## config.mk

```make
export PLATFORM = sky130hd
export DESIGN_NAME = nic_ring_node
export DESIGN_NICKNAME = d
export VERILOG_FILES = /design/src/rtl/nic_ring_node.sv
export SDC_FILE = /design/constraint.sdc
export NUM_CORES = 1
export LEC_CHECK = 0
export CORE_ASPECT_RATIO = 0.5
export CORE_UTILIZATION = 35
export CTS_CLUSTER_DIAMETER = 120
export DETAILED_ROUTE_END_ITERATION = 10
export PLACE_DENSITY = 0.64
export SETUP_SLACK_MARGIN = 0.5
export SLEW_MARGIN = 20
export SYNTH_ARGS = -nofsm -noshare
export SYNTH_HDL_FRONTEND = slang
export SYNTH_SLANG_ARGS = --single-unit
```

## constraint.sdc

```tcl
create_clock -name clk_i -period 4 [get_ports clk_i]
set_input_delay 0.6 -clock clk_i [delete_from_list [all_inputs] [get_ports clk_i]]
set_output_delay 0.6 -clock clk_i [all_outputs]
set_load 0.1 [all_outputs]
```

## src/rtl/nic_ring_node.sv

```systemverilog
// One station on the slotted NIC packet ring: ejects local packets into an RX FIFO,
// forwards transit traffic with age+1, drops aged-out packets and injects TX into free slots.
package nic_pkg;
    localparam logic [3:0] PT_NULL   = 4'd0;
    localparam logic [3:0] PT_READ   = 4'd1;
    localparam logic [3:0] PT_WRITE  = 4'd2;
    localparam logic [3:0] PT_ACK    = 4'd3;
    localparam logic [3:0] PT_RETRY  = 4'd4;
    localparam logic [3:0] PT_AREAD  = 4'd5;
    localparam logic [3:0] PT_AWRITE = 4'd6;

    typedef struct packed {
        logic [4:0]  rsvd;
        logic [5:0]  did;
        logic [5:0]  sid;
        logic [5:0]  age;
        logic [3:0]  typ;
        logic [31:0] adr;
        logic [31:0] dat;
        logic [3:0]  sel;
        logic        we;
    } packet_t;
endpackage

module nic_ring_node
    import nic_pkg::*;
#(
    parameter logic [5:0] NODE_ID   = 6'd1,
    parameter logic [5:0] MAX_AGE   = 6'd63,
    parameter int         RXQ_DEPTH = 4
) (
    input  logic        clk_i,
    input  logic        rst_i,
    input  logic [95:0] ring_i,
    output logic [95:0] ring_o,
    output logic [95:0] rx_pkt_o,
    output logic        rx_valid_o,
    input  logic        rx_ready_i,
    input  logic [95:0] tx_pkt_i,
    input  logic        tx_valid_i,
    output logic        tx_ready_o,
    output logic        drop_o,
    output logic [4:0]  rxq_count_o
);
    localparam int PW = (RXQ_DEPTH > 1) ? $clog2(RXQ_DEPTH) : 1;

    packet_t        slot;
    packet_t        tx;
    packet_t        ring_d;
    packet_t        ring_q;
    logic           drop_q;
    logic [4:0]     count;
    logic [PW-1:0]  wr_ptr;
    logic [PW-1:0]  rd_ptr;
    logic [95:0]    mem [RXQ_DEPTH];
    logic           full;
    logic           push;
    logic           pop;
    logic           aged;
    logic           free;

    assign slot = packet_t'(ring_i);
    assign tx   = packet_t'(tx_pkt_i);

    // Slot classification; fullness is judged before any same-cycle pop.
    always_comb begin
        full   = (count == 5'(RXQ_DEPTH));
        push   = 1'b0;
        aged   = 1'b0;
        free   = 1'b0;
        ring_d = '0;
        if (slot.typ == PT_NULL) begin
            free = 1'b1;
        end else if (slot.did == NODE_ID && !full) begin
            push = 1'b1;
            free = 1'b1;
        end else if (slot.age == MAX_AGE) begin
            aged = 1'b1;
            free = 1'b1;
        end else begin
            ring_d     = slot;
            ring_d.age = (slot.age >= MAX_AGE) ? MAX_AGE : slot.age + 6'd1;
        end
        if (free && tx_valid_i) begin
            ring_d      = tx;
            ring_d.sid  = NODE_ID;
            ring_d.age  = '0;
            ring_d.rsvd = '0;
        end
    end

    assign pop = (count != 5'd0) && rx_ready_i;

    always_ff @(posedge clk_i or posedge rst_i) begin
        if (rst_i) begin
            ring_q <= '0;
            drop_q <= 1'b0;
            count  <= '0;
            wr_ptr <= '0;
            rd_ptr <= '0;
        end else begin
            ring_q <= ring_d;
            drop_q <= aged;
            if (push) wr_ptr <= wr_ptr + PW'(1);
            if (pop)  rd_ptr <= rd_ptr + PW'(1);
            case ({push, pop})
                2'b10:   count <= count + 5'd1;
                2'b01:   count <= count - 5'd1;
                default: count <= count;
            endcase
        end
    end

    // Storage needs no reset: occupancy alone decides what is visible.
    always_ff @(posedge clk_i) begin
        if (push) mem[wr_ptr] <= slot;
    end

    assign ring_o      = ring_q;
    assign drop_o      = drop_q;
    assign rx_pkt_o    = mem[rd_ptr];
    assign rx_valid_o  = (count != 5'd0);
    assign rxq_count_o = count;
    assign tx_ready_o  = free;
endmodule

```

==> run metrics <==
Num CTS Buffers 46; count of different cell masters after synthesis 35; Worst setup SP type primary input; CP Buf/Inv Count 4; max incr delay on CP a little under 0.8 ns; Max Clk Rate around 290 MHz; pwr dens 740 nW/µm²; Clock transition at path regs 0.06 ns; Initial Util 0.355; Fin. Hold Viols 0; initial drt markers 669; first-pass GRT wire length 66.9 mm; Top Ports around 400; total congestion overflow 0; crit path setup slack, layout 0.570 ns; Total GRT Usage 0.165; sequential area share after synthesis 0.768; post-synthesis register bit count 490; total vias in the final route 10500; Post-Synth Adder-Cell Area 0.00718; CTS tree yes; Peak supply drop 0.000362 V; most common cell after layout, fill and taps aside edfxtp_1; core footprint 52000 µm²; final worst-path cycle share 0.858; Compound-Gate Fraction of Synth Area 0.0264; Final min period 3.43 ns; Final Instance Area 24400 µm²; measured slew at the worst slew-check pin 1.08 ns; dpl hpwl 30.1 mm; vias in the first global route 10700; largest net degree at the start of global routing 91; Post-synth EDFFs 384; crit-path cells clkdlybuf4s50_1 > or4_2 > buf_4 > and3_2 > inv_2 > buf_12; worst hold path type primary input to async pin; Mean Syn Cell Area 18.9 µm²; status finished, final reports clean; Cell Area, Placed 22900 µm²; root buf cell clkbuf_16; Synth warnings 0; # placed instances 2014; Req. time, crit path between 3 and 4 ns; postcts setup bufs 0; largest family of logic cells by synthesized area multiplexers; critical path peak fanout 42; XOR/XNOR share of the synthesized area 0.00474; Max Cap Viol 0; Synth Area in Simple Gates 0.0556; clock tree buffer depth 3; non-filler cells, final 2101; port buffer count 378; syn_nets 1184; setup violators final 0; unrepaired setup endpoints after global routing no; ys async rst share 0.216; Cell Rows 59; DIE WIDTH ~330 µm; Leak between 0.008 and 0.009 µW; initial antenna violation count 2; Final Skew roughly 0.016 ns; clk_lat worst skew roughly 0.55 ns; TNS Setup 0 ns; most frequent cells in the layout edfxtp_1, clkdlybuf4s50_1, buf_4; htree depth 2; nets 1567; Post-DRT Antenna Nets 0; Via density 4.98; mux contribution to synthesized area 0.118; RePlAce Congestion 0.814; Crit-path slowest cell or4_2; routed len/inst 21.7 µm; post-synthesis instance area 18500 µm²; DR pass1 iterations 7; CP endpoint kind output pin; CP delay by family, top buffers and inverters; cell count after synthesis a little under 1000; Total Wirelength 45.6 mm; dpl ws approximately 0.12 ns; total clock sinks 490; share of cells above drive strength 1 0.212; Max Transition Viols Final 0; Most used DFF post-synth edfxtp_1; die height 164 µm; Crit path arrival time 2.83 ns; die area 53700 µm²; Remaining DRCs 0; Crit Path Category primary input to output pin; Area Overhead vs Synth 31.9%; Rel. slew slack 0.275
## repair_timing
action                                  in CTS  in global routing
endpoints found under the hold margin        0                  0
gates resized for setup                      0                  1
hold buffers                                 0                  0
endpoints found under the setup margin       0                  1
## worst reg2reg max path: cells and delay by family, from the launching register on
kind | cells | cell delay [ns]
compound gates | 4 | 0.92
fa+ha+maj | 2 | 0.90
flops | 1 | 0.43
simple gates | 2 | 0.85
## cell type report
class	count	area (µm²)
Antenna cell	2	5.00
Clock buffer	66	1310
Clock inverter	19	169
Fill cell	4404	27700
Inverter	9	38.8
Multi-Input combinational cell	411	3960
Sequential cell	490	14200
Tap cell	701	877
Timing Repair Buffer	403	3810
## where the power goes
part / leakage [µW] / internal [µW] / switching, µW / total [µW]
clock network: 0.000722 / 2470 / 1800 / 4270
registers: 0.00470 / 5650 / 167 / 5820
logic: 0.00310 / 1960 / 5970 / 7930
## synth_stat cells, types with 2 or more instances
cell / n / area share
and3_1: 7 / 0.0024
a21oi_1: 2 / 0.00054
xor2_1: 2 / 0.00095
mux4_2: 96 / 0.12
dfrtp_1: 106 / 0.14
o21ai_0: 5 / 0.0014
ha_1: 9 / 0.0061
nor4_1: 2 / 0.00068
inv_1: 8 / 0.0016
nor2_1: 9 / 0.0018
clkbuf_1: 39 / 0.0079
o211ai_1: 2 / 0.00081
buf_2: 5 / 0.0014
and2_1: 11 / 0.0037
edfxtp_1: 384 / 0.62
xnor2_1: 8 / 0.0038
buf_6: 9 / 0.0055
buf_1: 15 / 0.0030
nand2_1: 85 / 0.017
o21ai_1: 79 / 0.021
nand4_1: 75 / 0.025
nand3_1: 7 / 0.0019
## per-layer routing
metal | up-vias | GRT usage | share of wire
met4 | 0 | 0.0595 | 0.031
met5 | - | 0 | 0
met2 | 243 | 0.308 | 0.56
li1 | 4653 | - | -
met1 | 5492 | 0.197 | 0.38
met3 | 76 | 0.0187 | 0.030
## metrics by stage
stage               utilization  hold slack [ns]  power, µW
floorplan                     -            0.580      12100
CTS                       0.468            0.566      18200
global route              0.468            0.576      18500
finish                    0.468            0.589      18000
detailed placement        0.440            0.574      13900
global placement          0.440            0.547      13900
## sequential cells by signal, indices dropped and copies added, names as in the netlist
| name | count |
|---|---|
| rxq_count_o | 5 |
| wr_ptr | 2 |
| ring_o | 96 |
| mem | 384 |
| rd_ptr | 2 |
| drop_o | 1 |
## cells by family (layout without fill, tap and decap cells)
kind of cell | after synthesis | count (layout)
AOI/OAI and AO/OA | 92 | 92
xor gates and xnor gates | 10 | 10
adders and majority gates | 10 | 10
buffers and inverters | 77 | 497
DFF | 490 | 490
muxes | 98 | 98
other | 0 | 2
and+or+nand+nor | 201 | 201
## path summary, 6_finish.rpt
path                                            start                         end  slack, ns  cells past startpoint
min reg2reg                rxq_count_o[0]$_DFFE_PP0P_  rxq_count_o[0]$_DFFE_PP0P_       0.59                      1
min                                             rst_i        ring_o[46]$_DFF_PP0_       0.59                      2
min in group clk_i         rxq_count_o[0]$_DFFE_PP0P_  rxq_count_o[0]$_DFFE_PP0P_       0.59                      1
max                                        ring_i[70]                  tx_ready_o       0.57                      6
max in group asynchronous                       rst_i            drop_o$_DFF_PP0_       2.64                      3
max reg2reg                rxq_count_o[3]$_DFFE_PP0P_  rxq_count_o[4]$_DFFE_PP0P_       0.78                      8
Power figures use the tool's default switching activity.
